<file path="config.mk">
export PLATFORM = sky130hd
export DESIGN_NAME = ccu_seq
export DESIGN_NICKNAME = d
export VERILOG_FILES = /design/src/rtl/ccu_pkg.sv /design/src/rtl/ccu_cnt.sv /design/src/rtl/ccu_seq.sv
export SDC_FILE = /design/constraint.sdc
export NUM_CORES = 1
export LEC_CHECK = 0
export BUFFER_PORTS_ARGS = -buffer_cell sky130_fd_sc_hd__buf_2
export CAP_MARGIN = 20
export CORE_ASPECT_RATIO = 1.2
export CORE_MARGIN = 5
export CORE_UTILIZATION = 53
export CTS_CLUSTER_SIZE = 40
export DETAILED_ROUTE_END_ITERATION = 7
export MAX_ROUTING_LAYER = met4
export PLACE_DENSITY = 0.79
export SLEW_MARGIN = 20
export SYNTH_ARGS = -nofsm -noshare
export SYNTH_HDL_FRONTEND = slang
export SYNTH_SLANG_ARGS = --single-unit
export TNS_END_PERCENT = 50
</file>
<file path="constraint.sdc">
create_clock -name clk -period 1.9 [get_ports clk]
set_input_delay 0.285 -clock clk [delete_from_list [all_inputs] [get_ports clk]]
set_output_delay 0.285 -clock clk [all_outputs]
set_load 0.01 [all_outputs]
</file>
<file path="src/rtl/ccu_pkg.sv">
// Shared definitions for the central control unit sequencer: state
// encoding and default field widths.
package ccu_pkg;

  // Sequencer state encoding (kept as plain 3-bit constants for
  // compatibility with the older control unit and its debug taps).
  localparam logic [2:0] ST_IDLE    = 3'd0;
  localparam logic [2:0] ST_CFG     = 3'd1;
  localparam logic [2:0] ST_WAITGBF = 3'd2;
  localparam logic [2:0] ST_CMP     = 3'd3;
  localparam logic [2:0] ST_DONE    = 3'd4;

  // Default widths of the loop counters and the number of buffer banks.
  localparam int DEF_LAYER_W = 4;
  localparam int DEF_FRM_W   = 8;
  localparam int DEF_PAT_W   = 8;
  localparam int DEF_NUM_GBF = 2;

endpackage

</file>
<file path="src/rtl/ccu_cnt.sv">
// Loop counter used for the patch, frame and layer levels. The count
// wraps naturally at W bits; 'last' flags the final iteration so the
// parent can decide whether to roll over into the next level.
module ccu_cnt
  import ccu_pkg::*;
#(
  parameter int W = DEF_PAT_W
) (
  input  logic         clk,
  input  logic         rst,
  input  logic         inc,
  input  logic         clr,
  input  logic [W-1:0] max,
  output logic [W-1:0] cnt,
  output logic         last
);

  logic [W-1:0] cnt_reg;

  // Clear takes priority over increment so a roll-over always lands on 0.
  always_ff @(posedge clk) begin
    if (rst) begin
      cnt_reg <= '0;
    end else if (clr) begin
      cnt_reg <= '0;
    end else if (inc) begin
      cnt_reg <= cnt_reg + W'(1);
    end
  end

  assign cnt  = cnt_reg;
  assign last = (cnt_reg == max);

endmodule

</file>
<file path="src/rtl/ccu_seq.sv">
// Top-level network sequencer: fetches a configuration (or reuses the
// stored one), then for each layer waits for all global-buffer banks and
// runs the patch/frame loops, emitting per-level reset/start pulses.
module ccu_seq
  import ccu_pkg::*;
#(
  parameter int LAYER_W = DEF_LAYER_W,
  parameter int FRM_W   = DEF_FRM_W,
  parameter int PAT_W   = DEF_PAT_W,
  parameter int NUM_GBF = DEF_NUM_GBF
) (
  input  logic               clk,
  input  logic               rst,
  input  logic               start,
  input  logic               cfg_reuse,
  output logic               cfg_req,
  input  logic               ifcfg_rddone,
  input  logic [LAYER_W-1:0] cfg_num_layer,
  input  logic [FRM_W-1:0]   cfg_num_frm,
  input  logic [PAT_W-1:0]   cfg_num_pat,
  input  logic [NUM_GBF-1:0] gbf_val,
  input  logic               pat_done,
  output logic               top_sta,
  output logic               rst_layer,
  output logic               rst_frm,
  output logic               net_done,
  output logic               if_val,
  output logic               cfg_loaded,
  output logic [LAYER_W-1:0] layer_idx,
  output logic [FRM_W-1:0]   frm_idx,
  output logic [PAT_W-1:0]   pat_idx
);

  logic [2:0]         state_reg, state_next;
  logic               cfg_req_reg, if_val_reg, cfg_loaded_reg;
  logic               top_sta_reg, top_sta_next;
  logic               rst_layer_reg, rst_layer_next;
  logic               rst_frm_reg, rst_frm_next;
  logic               net_done_reg, net_done_next;
  logic               cfg_load;
  logic [LAYER_W-1:0] cfg_layer_reg;
  logic [FRM_W-1:0]   cfg_frm_reg;
  logic [PAT_W-1:0]   cfg_pat_reg;

  logic pat_last, frm_last, lay_last;
  logic pat_evt, pat_inc, pat_clr, frm_inc, frm_clr, lay_inc, lay_clr;

  // Nested loop control: each level rolls over only when every inner
  // level is on its last iteration. The outermost roll-over clears all
  // indices on the way into DONE.
  assign pat_evt = (state_reg == ST_CMP) && pat_done;
  assign pat_inc = pat_evt && !pat_last;
  assign pat_clr = pat_evt && pat_last;
  assign frm_inc = pat_clr && !frm_last;
  assign frm_clr = pat_clr && frm_last;
  assign lay_inc = frm_clr && !lay_last;
  assign lay_clr = frm_clr && lay_last;

  ccu_cnt #(.W(PAT_W)) u_pat_cnt (
    .clk (clk), .rst (rst), .inc (pat_inc), .clr (pat_clr),
    .max (cfg_pat_reg), .cnt (pat_idx), .last (pat_last)
  );

  ccu_cnt #(.W(FRM_W)) u_frm_cnt (
    .clk (clk), .rst (rst), .inc (frm_inc), .clr (frm_clr),
    .max (cfg_frm_reg), .cnt (frm_idx), .last (frm_last)
  );

  ccu_cnt #(.W(LAYER_W)) u_lay_cnt (
    .clk (clk), .rst (rst), .inc (lay_inc), .clr (lay_clr),
    .max (cfg_layer_reg), .cnt (layer_idx), .last (lay_last)
  );

  // Next-state and next-pulse decode; pulses are computed on the
  // transition so they appear registered in the first cycle of the state.
  always_comb begin
    state_next     = state_reg;
    top_sta_next   = 1'b0;
    rst_layer_next = 1'b0;
    rst_frm_next   = 1'b0;
    net_done_next  = 1'b0;
    cfg_load       = 1'b0;
    case (state_reg)
      ST_IDLE: begin
        if (start) begin
          if (cfg_reuse && cfg_loaded_reg) begin
            state_next     = ST_WAITGBF;
            rst_layer_next = 1'b1;
          end else begin
            state_next = ST_CFG;
          end
        end
      end
      ST_CFG: begin
        if (ifcfg_rddone) begin
          cfg_load       = 1'b1;
          state_next     = ST_WAITGBF;
          rst_layer_next = 1'b1;
        end
      end
      ST_WAITGBF: begin
        if (&gbf_val) begin
          state_next   = ST_CMP;
          top_sta_next = 1'b1;
        end
      end
      ST_CMP: begin
        if (frm_clr) begin
          if (lay_last) begin
            state_next    = ST_DONE;
            net_done_next = 1'b1;
          end else begin
            state_next     = ST_WAITGBF;
            rst_layer_next = 1'b1;
          end
        end else if (pat_clr) begin
          rst_frm_next = 1'b1;
        end
      end
      ST_DONE: begin
        state_next = ST_IDLE;
      end
      default: begin
        state_next = ST_IDLE;
      end
    endcase
  end

  // State, registered outputs and the stored configuration.
  always_ff @(posedge clk) begin
    if (rst) begin
      state_reg      <= ST_IDLE;
      cfg_req_reg    <= 1'b0;
      if_val_reg     <= 1'b0;
      cfg_loaded_reg <= 1'b0;
      top_sta_reg    <= 1'b0;
      rst_layer_reg  <= 1'b0;
      rst_frm_reg    <= 1'b0;
      net_done_reg   <= 1'b0;
      cfg_layer_reg  <= '0;
      cfg_frm_reg    <= '0;
      cfg_pat_reg    <= '0;
    end else begin
      state_reg     <= state_next;
      cfg_req_reg   <= (state_next == ST_CFG);
      if_val_reg    <= (state_next != ST_IDLE);
      top_sta_reg   <= top_sta_next;
      rst_layer_reg <= rst_layer_next;
      rst_frm_reg   <= rst_frm_next;
      net_done_reg  <= net_done_next;
      if (cfg_load) begin
        cfg_loaded_reg <= 1'b1;
        cfg_layer_reg  <= cfg_num_layer;
        cfg_frm_reg    <= cfg_num_frm;
        cfg_pat_reg    <= cfg_num_pat;
      end
    end
  end

  assign cfg_req    = cfg_req_reg;
  assign if_val     = if_val_reg;
  assign cfg_loaded = cfg_loaded_reg;
  assign top_sta    = top_sta_reg;
  assign rst_layer  = rst_layer_reg;
  assign rst_frm    = rst_frm_reg;
  assign net_done   = net_done_reg;

endmodule

</file>
==> results of run 1 <==
## cell usage after synthesis (2+ instances only)
cell type	instances	share of area
a211oi_1	5	0.016
a21oi_1	26	0.057
a31oi_1	8	0.022
and2_1	2	0.0055
and3_1	5	0.014
and4_1	2	0.0077
buf_2	2	0.0044
clkbuf_1	10	0.016
dfxtp_1	50	0.44
ha_1	3	0.016
inv_1	10	0.016
nand2_1	52	0.085
nand3_1	12	0.026
nand4_1	4	0.011
nor2_1	12	0.020
nor2b_1	3	0.0082
nor3_1	3	0.0066
o211ai_1	2	0.0066
o21ai_0	2	0.0044
o22ai_1	4	0.011
o311ai_1	2	0.0077
o31ai_1	2	0.0066
xnor2_1	22	0.084
xor2_1	5	0.019
## cell usage in the layout (no fill, tap or decap), types with 3 or more instances in the layout
cell type and instances:
nand3_1 11, buf_2 54, nor2b_1 3, clkbuf_8 5, a211oi_1 5, nor2_1 12, buf_4 22, xor2_1 5
nand4_1 4, xnor2_1 22, and3_1 5, inv_1 10, nand2_1 52, nor3_1 3, a21oi_1 26, ha_1 3
dfxtp_1 49, o22ai_1 4, a31oi_1 8
## kinds of logic after synthesis
| kind of cell | synth area share |
|---|---|
| AOI/OAI and AO/OA | 0.1648 |
| xor gates and xnor gates | 0.1035 |
| adders and majority gates | 0.01643 |
| buffers and inverters | 0.04053 |
| DFF | 0.4381 |
| muxes | 0.004381 |
| and+or+nand+nor | 0.2322 |
## critical path: stages, from the launching register on
cell	delay, ns
dfxtp_1	0.36
xnor2_1	0.24
and4_1	0.29
nand3_4	0.12
or3_4	0.43
o41ai_2	0.29
## area by class of cell
type	instances	share of cell area
Tap cell	56	0.02469
Timing Repair Buffer	76	0.1534
Clock buffer	5	0.02425
Sequential cell	50	0.3532
Clock inverter	2	0.003527
Inverter	10	0.01323
Multi-Input combinational cell	196	0.4277
## power by group
part / total [W] / internal, W / switching [W]
clock: 0.000583 / 0.000248 / 0.000336
sequential: 0.00111 / 0.00108 / 0.0000228
combinational: 0.000318 / 0.000140 / 0.000178
total: 0.00201 / 0.00147 / 0.000537
## per-stage QoR
step	area, um^2	util	setup slack [ns]	std cells	power [W]
3_3_place_gp	2750	0.6503	0.1480	388	0.001432
2_1_floorplan	2285	-	0.09155	269	0.001321
3_5_place_dp	2750	0.6503	0.05658	388	0.001439
4_1_cts	2829	0.6689	0.04196	395	0.002011
5_1_grt	2838	0.6710	-0.02883	395	0.002099
6_report	2838	0.6710	0.07290	395	0.002006
## layer usage
layer  global-route usage  vias up  share of wire
li1                     -     1078              -
met4              0.09004        0          0.021
met5                    -        -              0
met3              0.04162       12          0.051
met2               0.3422       58           0.50
met1               0.2365     1008           0.43
## worst paths after layout
| kind | slack, ns | depth (start not counted) | to | start |
|---|---|---|---|---|
| max | 0.07 | 5 | u_lay_cnt.cnt[3] | u_pat_cnt.cnt[7] |
| min | 0.22 | 3 | cfg_frm_reg[7] | cfg_num_frm[7] |
| min reg2reg | 0.47 | 2 | cfg_layer_reg[0] | cfg_layer_reg[0] |
| max reg2reg | 0.07 | 5 | u_lay_cnt.cnt[3] | u_pat_cnt.cnt[7] |
## timing repair
item,CTS,global route
endpoints found under the setup margin,0,5
gates resized for setup,0,3
endpoints found under the hold margin,0,0
==> impl_metrics.toml, run 1 <==
[clock_network]
cts_tree = "yes"
clk_path_buf_depth = 2
post-cts-setup-buffers = 0
cts-root-buf = "clkbuf_8"
cts.htree.levels = 2
cts_hold_buf = 0
clk-insertion-delay-late_ns = 0.30
cts.sinks = 50
path_clk_slew_ns = 0.09
cts_inserted_buffers = 5

[grt]
grt_max_degree = 21
grt-ovfl-total = 0
antenna_found_initial = 0
grt_pass1_vias = 2003
grt_pass1_wl_um = 9094
grt_util_all_layers = 0.2033

[timing]
fin_setup_tns_ns = 0
finalCritPeriodShare = 0.9616
max_slew_margin = 0.6853
layout_min_cycle_time_ns = 1.827
drv_slew = 0
skew_ns = 0.004687
holdWs_ns = 0.2152
setup_viol = 0
tightest_slew_ns = 0.4715
fmax_ghz = 0.5473
hold_viol_final = 0

[yosys]
synth-edff-count = 0
yosys_warnings = 0
syn_inst = 269
syn_nets = 300
ys_ff_latch = 50
yosys_most_used_dff = "dfxtp_1"
syn_area_um2 = 2285
ys_types = 45
async_flop_share = 0
synth_area_per_cell_um2 = 8.493
seq_area_frac_synth = 0.4381

[run]
maxCapViolCount = 0

[power_and_ir_drop]
power_leakage_nw = 1.184
power_per_cell_area_nw_per_um2 = 707.1
vdd_drop_max_v = 0.0005185

[drt]
viasPerCell = 5.458
firstDrtPassIters = 4
drt_iter0_markers = 173
routedWlPerCell_um = 14.05
ant_nets = 0
drc = 0
vias = 2156
routed_wl_um = 5550

[placed_design]
place_congestion = 0.8922
portBuffers = 54
dp_hpwl_um = 4266

[die]
start_util = 0.5402
dieWidth_um = 69.94
die_h_um = 81.92
die_area_um2 = 5729
io_pins = 55
fp.coreArea_um2 = 4229
rows = 26

[setup_path]
worstSetupStartpointType = "register"
worst-setup-path-type = "register to register"
critPathMaxFanout = 7
end_kind = "register"
worst_ep_required_time_ns = 2.11
cp.arrival_ns = 2.03

[layout]
nNetsFinal = 370
fill_cells = 378
ff_latch_area_um2 = 1002
diodes = 0
multi_input_area_um2 = 1214
layout-drive-gt1-share = 0.2743
area_growth_pct = 24.21

[run_status]
status = "complete, no violations"

[worst_hold_path]
min_path_type = "input port to register"
(Power assumes the default switching activity.)
==> inputs of run 2 (changes only) <==
--- a/config.mk
+++ b/config.mk
@@ -8,13 +8,13 @@
 export BUFFER_PORTS_ARGS = -buffer_cell sky130_fd_sc_hd__buf_2
 export CAP_MARGIN = 20
 export CORE_ASPECT_RATIO = 1.2
-export CORE_MARGIN = 5
+export CORE_MARGIN = 3
 export CORE_UTILIZATION = 53
 export CTS_CLUSTER_SIZE = 40
 export DETAILED_ROUTE_END_ITERATION = 7
 export MAX_ROUTING_LAYER = met4
 export PLACE_DENSITY = 0.79
-export SLEW_MARGIN = 20
+export SLEW_MARGIN = 0
 export SYNTH_ARGS = -nofsm -noshare
 export SYNTH_HDL_FRONTEND = slang
 export SYNTH_SLANG_ARGS = --single-unit
==> run 2 against run 1 <==
Wire length down 2.6%; global-route usage increased by 2.9 points; clock-buffer cell count unchanged; die area fell by 10%; critical endpoint unchanged.
==> impl_metrics.toml, run 2 (same netlist as run 1, synthesis figures left out) <==
[die]
dieWidth_um = 65.94
io_pins = 55
die_area_um2 = 5138
start_util = 0.5662
rows = 25
die_h_um = 77.92
fp.coreArea_um2 = 4035

[worst_hold_path]
holdPathEnd = "cfg_pat_reg[5]"
holdPathStages = 3
hold_path.startpoint = "cfg_num_pat[5]"
min_path_type = "input port to register"

[setup_path]
critPathMaxStageDelay_ns = 0.43
cp_slowest_cell = "or3_4"
crit_buf_inv = 0
crit_family = "simple AND/OR/NAND/NOR gates"
worst-setup-path-type = "register to register"
worst_ep_required_time_ns = 2.12
rr_endpoint = "u_lay_cnt.cnt[3]"
r2r_setup_slack_ns = 0.07
end_kind = "register"
critical_path.cell_chain = "xnor2_1, and4_4, nand3_4, or3_4, o41ai_2"
worstSetupStartpointType = "register"
r2r_cells = 5
cp.arrival_ns = 2.05
reg2reg_from = "u_pat_cnt.cnt[7]"
critPathMaxFanout = 7

[power_and_ir_drop]
finalPower_w = 0.002009
p_switching_w = 0.0005390
pwr-share-comb = 0.158
power_leakage_nw = 1.179
p_seq_frac = 0.550
vdd_drop_max_v = 0.0005660
switching_share = 0.2683
power_per_cell_area_nw_per_um2 = 707.5
pwr-share-clk = 0.292
p_int_w = 0.001470

[placed_design]
dp_hpwl_um = 4021
place_congestion = 0.9238
portBuffers = 54
place_area_um2 = 2748

[timing]
fmax_ghz = 0.5455
max_slew_margin = 0.7094
drv_slew = 0
hold_viol_final = 0
tightest_slew_ns = 0.4249
finalCritPeriodShare = 0.9649
layout_min_cycle_time_ns = 1.833
holdWs_ns = 0.2098
skew_ns = 0.01077
setup_viol = 0

[clock_network]
cts_hold_buf = 0
cts.htree.levels = 2
path_clk_slew_ns = 0.09
cts_inserted_buffers = 5
clk-insertion-delay-late_ns = 0.30
cts-root-buf = "clkbuf_8"
cts.sinks = 50
clk_path_buf_depth = 2
cts_tree = "yes"

[drt]
vias = 2156
drt_iter0_markers = 98
firstDrtPassIters = 4
ant_nets = 0
routedWlPerCell_um = 13.75
drc = 0
viasPerCell = 5.486
routed_wl_um = 5405

[grt]
grt_pass1_wl_um = 9170
grt_pass1_vias = 2125
grt_max_degree = 22
grt_util_all_layers = 0.2318
grt-ovfl-total = 0
antenna_found_initial = 0

[layout]
final_cell_mix = "buf_2, nand2_1, dfxtp_1, a21oi_1"
area_growth_pct = 24.26
layout_commonest_cell = "buf_2"
nNetsFinal = 370
layout-drive-gt1-share = 0.2714
fill_cells = 347
final_cell_area_um2 = 2839
diodes = 0

[run]
maxCapViolCount = 0

[run_status]
status = "complete, no violations"
[run 2: area by class of cell]
type | instances | area, um^2 | area share
clock buffers | 5 | 68.82 | 0.02424
clock inverters | 2 | 15.01 | 0.005289
inverters | 10 | 37.54 | 0.01322
multi-input cells | 196 | 1214 | 0.4275
flip-flops and latches | 50 | 1001 | 0.3526
well taps | 54 | 67.56 | 0.02380
repair buffers | 76 | 435.4 | 0.1534
[run 2: worst max path at each step]
stage / from / slack, ns / end / depth (start not counted)
floorplan: u_pat_cnt.cnt[2] / 0.09 / u_lay_cnt.cnt[3] / 6
global placement: u_pat_cnt.cnt[7] / 0.13 / u_lay_cnt.cnt[3] / 5
detailed placement: u_pat_cnt.cnt[7] / 0.11 / u_lay_cnt.cnt[2] / 5
CTS: u_pat_cnt.cnt[7] / 0.09 / u_lay_cnt.cnt[3] / 5
global route: u_pat_cnt.cnt[7] / -0.01 / u_lay_cnt.cnt[2] / 5
finish: u_pat_cnt.cnt[7] / 0.07 / u_lay_cnt.cnt[3] / 5
[run 2: power by group through the flow]
stage | Sequential [W] | Combinational (W) | Clock [W]
floorplan | 0.00113 | 0.000188 | 0
global placement | 0.00113 | 0.000300 | 0
detailed placement | 0.00113 | 0.000305 | 0
CTS | 0.00110 | 0.000307 | 0.000598
global route | 0.00111 | 0.000349 | 0.000655
finish | 0.00110 | 0.000316 | 0.000587
[run 2: routing by layer]
| layer | global-route usage | share of wire | routed length [um] |
|---|---|---|---|
| met1 | 0.2766 | 0.42 | 2288 |
| met2 | 0.3721 | 0.51 | 2736 |
| met3 | 0.05355 | 0.051 | 273 |
| met4 | 0.09756 | 0.020 | 106 |
| met5 | - | 0 | 0 |
[run 2: stage by stage]
stage,worst slack [ns],cells,TNS (ns),util
3_3_place_gp,0.1309,386,0,0.6809
2_1_floorplan,0.09155,269,0,-
5_1_grt,-0.01483,393,-0.01871,0.7036
6_report,0.06670,393,0,0.7036
3_5_place_dp,0.1127,386,0,0.6809
4_1_cts,0.08508,393,0,0.7017
[run 2: timing repair]
item	in CTS	in global routing
setup endpoints to repair	0	4
resized for setup	0	2
setup buffers	0	0
[run 2: worst reg2reg max path: cells and delay by family, from the launching register on]
family           cells  cell delay, ns
AND/OR/NAND/NOR      3            0.85
AO/OA/AOI/OAI        1            0.26
XOR/XNOR             1            0.28
flip-flops           1            0.36
==> inputs of run 3 (changes only) <==
--- a/config.mk
+++ b/config.mk
@@ -6,14 +6,15 @@
 export NUM_CORES = 1
 export LEC_CHECK = 0
 export BUFFER_PORTS_ARGS = -buffer_cell sky130_fd_sc_hd__buf_2
-export CAP_MARGIN = 20
 export CORE_ASPECT_RATIO = 1.2
 export CORE_MARGIN = 3
 export CORE_UTILIZATION = 53
 export CTS_CLUSTER_SIZE = 40
 export DETAILED_ROUTE_END_ITERATION = 7
+export HOLD_SLACK_MARGIN = 0.1
 export MAX_ROUTING_LAYER = met4
 export PLACE_DENSITY = 0.79
+export SETUP_SLACK_MARGIN = 0.5
 export SLEW_MARGIN = 0
 export SYNTH_ARGS = -nofsm -noshare
 export SYNTH_HDL_FRONTEND = slang
==> run 3 against run 2 <==
Worst hold slack worse by 0.0046 ns; clock power up 4.1%; wire length up 25%; largest cell class unchanged.
==> impl_metrics.toml, run 3 (same netlist as run 1, synthesis figures left out) <==
[drt]
routed_wl_um = 6766
vias = 2242
viasPerCell = 5.591
drc = 0
firstDrtPassIters = 4
routedWlPerCell_um = 16.87
ant_nets = 0
drt_iter0_markers = 171

[run_status]
status = "complete, no violations"

[worst_hold_path]
min_path_type = "input port to register"
holdPathStages = 3
hold_path.startpoint = "cfg_num_pat[3]"
holdPathEnd = "cfg_pat_reg[3]"

[timing]
fmax_ghz = 0.5750
finalCritPeriodShare = 0.9153
max_slew_margin = 0.4941
setup_viol = 0
rsz0062_at_grt = "yes"
hold_viol_final = 0
skew_ns = 0.01144
drv_slew = 0
fin_setup_tns_ns = 0
tightest_slew_ns = 0.7580
layout_min_cycle_time_ns = 1.739

[clock_network]
cts.htree.levels = 2
cts.sinks = 50
path_clk_slew_ns = 0.09
cts_tree = "yes"
cts_inserted_buffers = 5
clk_path_buf_depth = 2
cts-root-buf = "clkbuf_8"
clk-insertion-delay-late_ns = 0.30

[die]
rows = 25
die_h_um = 77.92
die_area_um2 = 5138
io_pins = 55
fp.coreArea_um2 = 4035
dieWidth_um = 65.94
start_util = 0.5662

[setup_path]
rr_endpoint = "u_lay_cnt.cnt[3]"
critPathMaxFanout = 5
critical_path.cell_chain = "xnor2_2, nand4_1, or2_4, buf_6, o311ai_1, o41ai_2"
critPathMaxStageDelay_ns = 0.38
end_kind = "register"
crit_family = "compound AO/OA/AOI/OAI gates"
cp.arrival_ns = 1.92
worst_ep_required_time_ns = 2.08
cp_slowest_cell = "dfxtp_4"
worst-setup-path-type = "register to register"
crit_buf_inv = 1
reg2reg_from = "u_frm_cnt.cnt[5]"
r2r_setup_slack_ns = 0.16
worstSetupStartpointType = "register"
r2r_cells = 6

[placed_design]
dp_hpwl_um = 4093
portBuffers = 54
place_congestion = 0.8716

[grt]
grt_util_all_layers = 0.2402
antenna_found_initial = 0
grt_pass1_vias = 2068
grt_max_degree = 22
grt_pass1_wl_um = 9432
grt-ovfl-total = 0

[layout]
multi_input_area_um2 = 1538
fill_cells = 254
final_cell_mix = "buf_2, nand2_1, a21oi_1, buf_4, dfxtp_1"
nNetsFinal = 377
area_growth_pct = 44.91
diodes = 0
layout_commonest_cell = "buf_2"
utilization = 0.8205
layout-drive-gt1-share = 0.4755
ff_latch_area_um2 = 1074

[run]
maxCapViolCount = 0

[power_and_ir_drop]
power_leakage_nw = 1.295
vdd_drop_max_v = 0.0004394
power_per_cell_area_nw_per_um2 = 662.8
## run 3: routing by layer
layer | vias to the layer above | track usage | routed length, um
met1 | 1072 | 0.2782 | 2644
li1 | 1089 | - | -
met2 | 67 | 0.4263 | 3692
met4 | 0 | 0.07114 | 146
met3 | 14 | 0.03184 | 282
met5 | - | - | 0
## run 3: worst max path at each step
| stage | startpoint | to | slack, ns | depth (start not counted) |
|---|---|---|---|---|
| 2_1_floorplan | u_pat_cnt.cnt[3] | u_lay_cnt.cnt[2] | 0.31 | 6 |
| 3_3_place_gp | u_frm_cnt.cnt[2] | rst_layer | 0.20 | 5 |
| 3_5_place_dp | u_frm_cnt.cnt[2] | u_lay_cnt.cnt[2] | 0.15 | 5 |
| 4_1_cts | u_frm_cnt.cnt[1] | rst_layer | 0.27 | 5 |
| 5_1_grt | u_frm_cnt.cnt[5] | u_lay_cnt.cnt[3] | 0.14 | 6 |
| 6_report | u_frm_cnt.cnt[5] | u_lay_cnt.cnt[3] | 0.16 | 6 |
## run 3: final cells by class
cell class | count | share of cell area
well taps | 54 | 0.02041
flip-flops and latches | 50 | 0.3243
clock buffers | 7 | 0.02305
clock inverters | 1 | 0.002268
inverters | 10 | 0.01134
repair buffers | 83 | 0.1542
multi-input cells | 196 | 0.4645
## run 3: worst register-to-register path, stage by stage (launching register included)
cell,delay (ns)
dfxtp_4,0.38
xnor2_2,0.19
nand4_1,0.14
or2_4,0.31
buf_6,0.14
o311ai_1,0.34
o41ai_2,0.13
## run 3: what timing repair did
item,in CTS,in global routing
gates resized for setup,21,46
pin swaps,7,10
endpoints found under the setup margin,27,41
buffers inserted,12,5
hold buffers,0,0
## run 3: per-stage QoR
step	power [W]	cell area [um^2]	instances	hold WS (ns)	setup WS (ns)
after floorplan	0.001331	2421	269	0.4210	0.3110
after global placement	0.001425	2799	376	0.4559	0.2041
after detailed placement	0.001435	2799	376	0.4600	0.1487
after CTS	0.002088	3044	396	0.2010	0.2736
after global routing	0.002266	3311	401	0.1969	0.1381
final	0.002194	3311	401	0.2052	0.1609
## run 3: report_power, final
part / switching [W] / internal, W / total [W] / leakage (nW)
Sequential: 0.0000317 / 0.00107 / 0.00110 / 0.423
Clock: 0.000349 / 0.000261 / 0.000611 / 0.0385
Combinational: 0.000256 / 0.000230 / 0.000485 / 0.833
Total: 0.000637 / 0.00156 / 0.00219 / 1.29
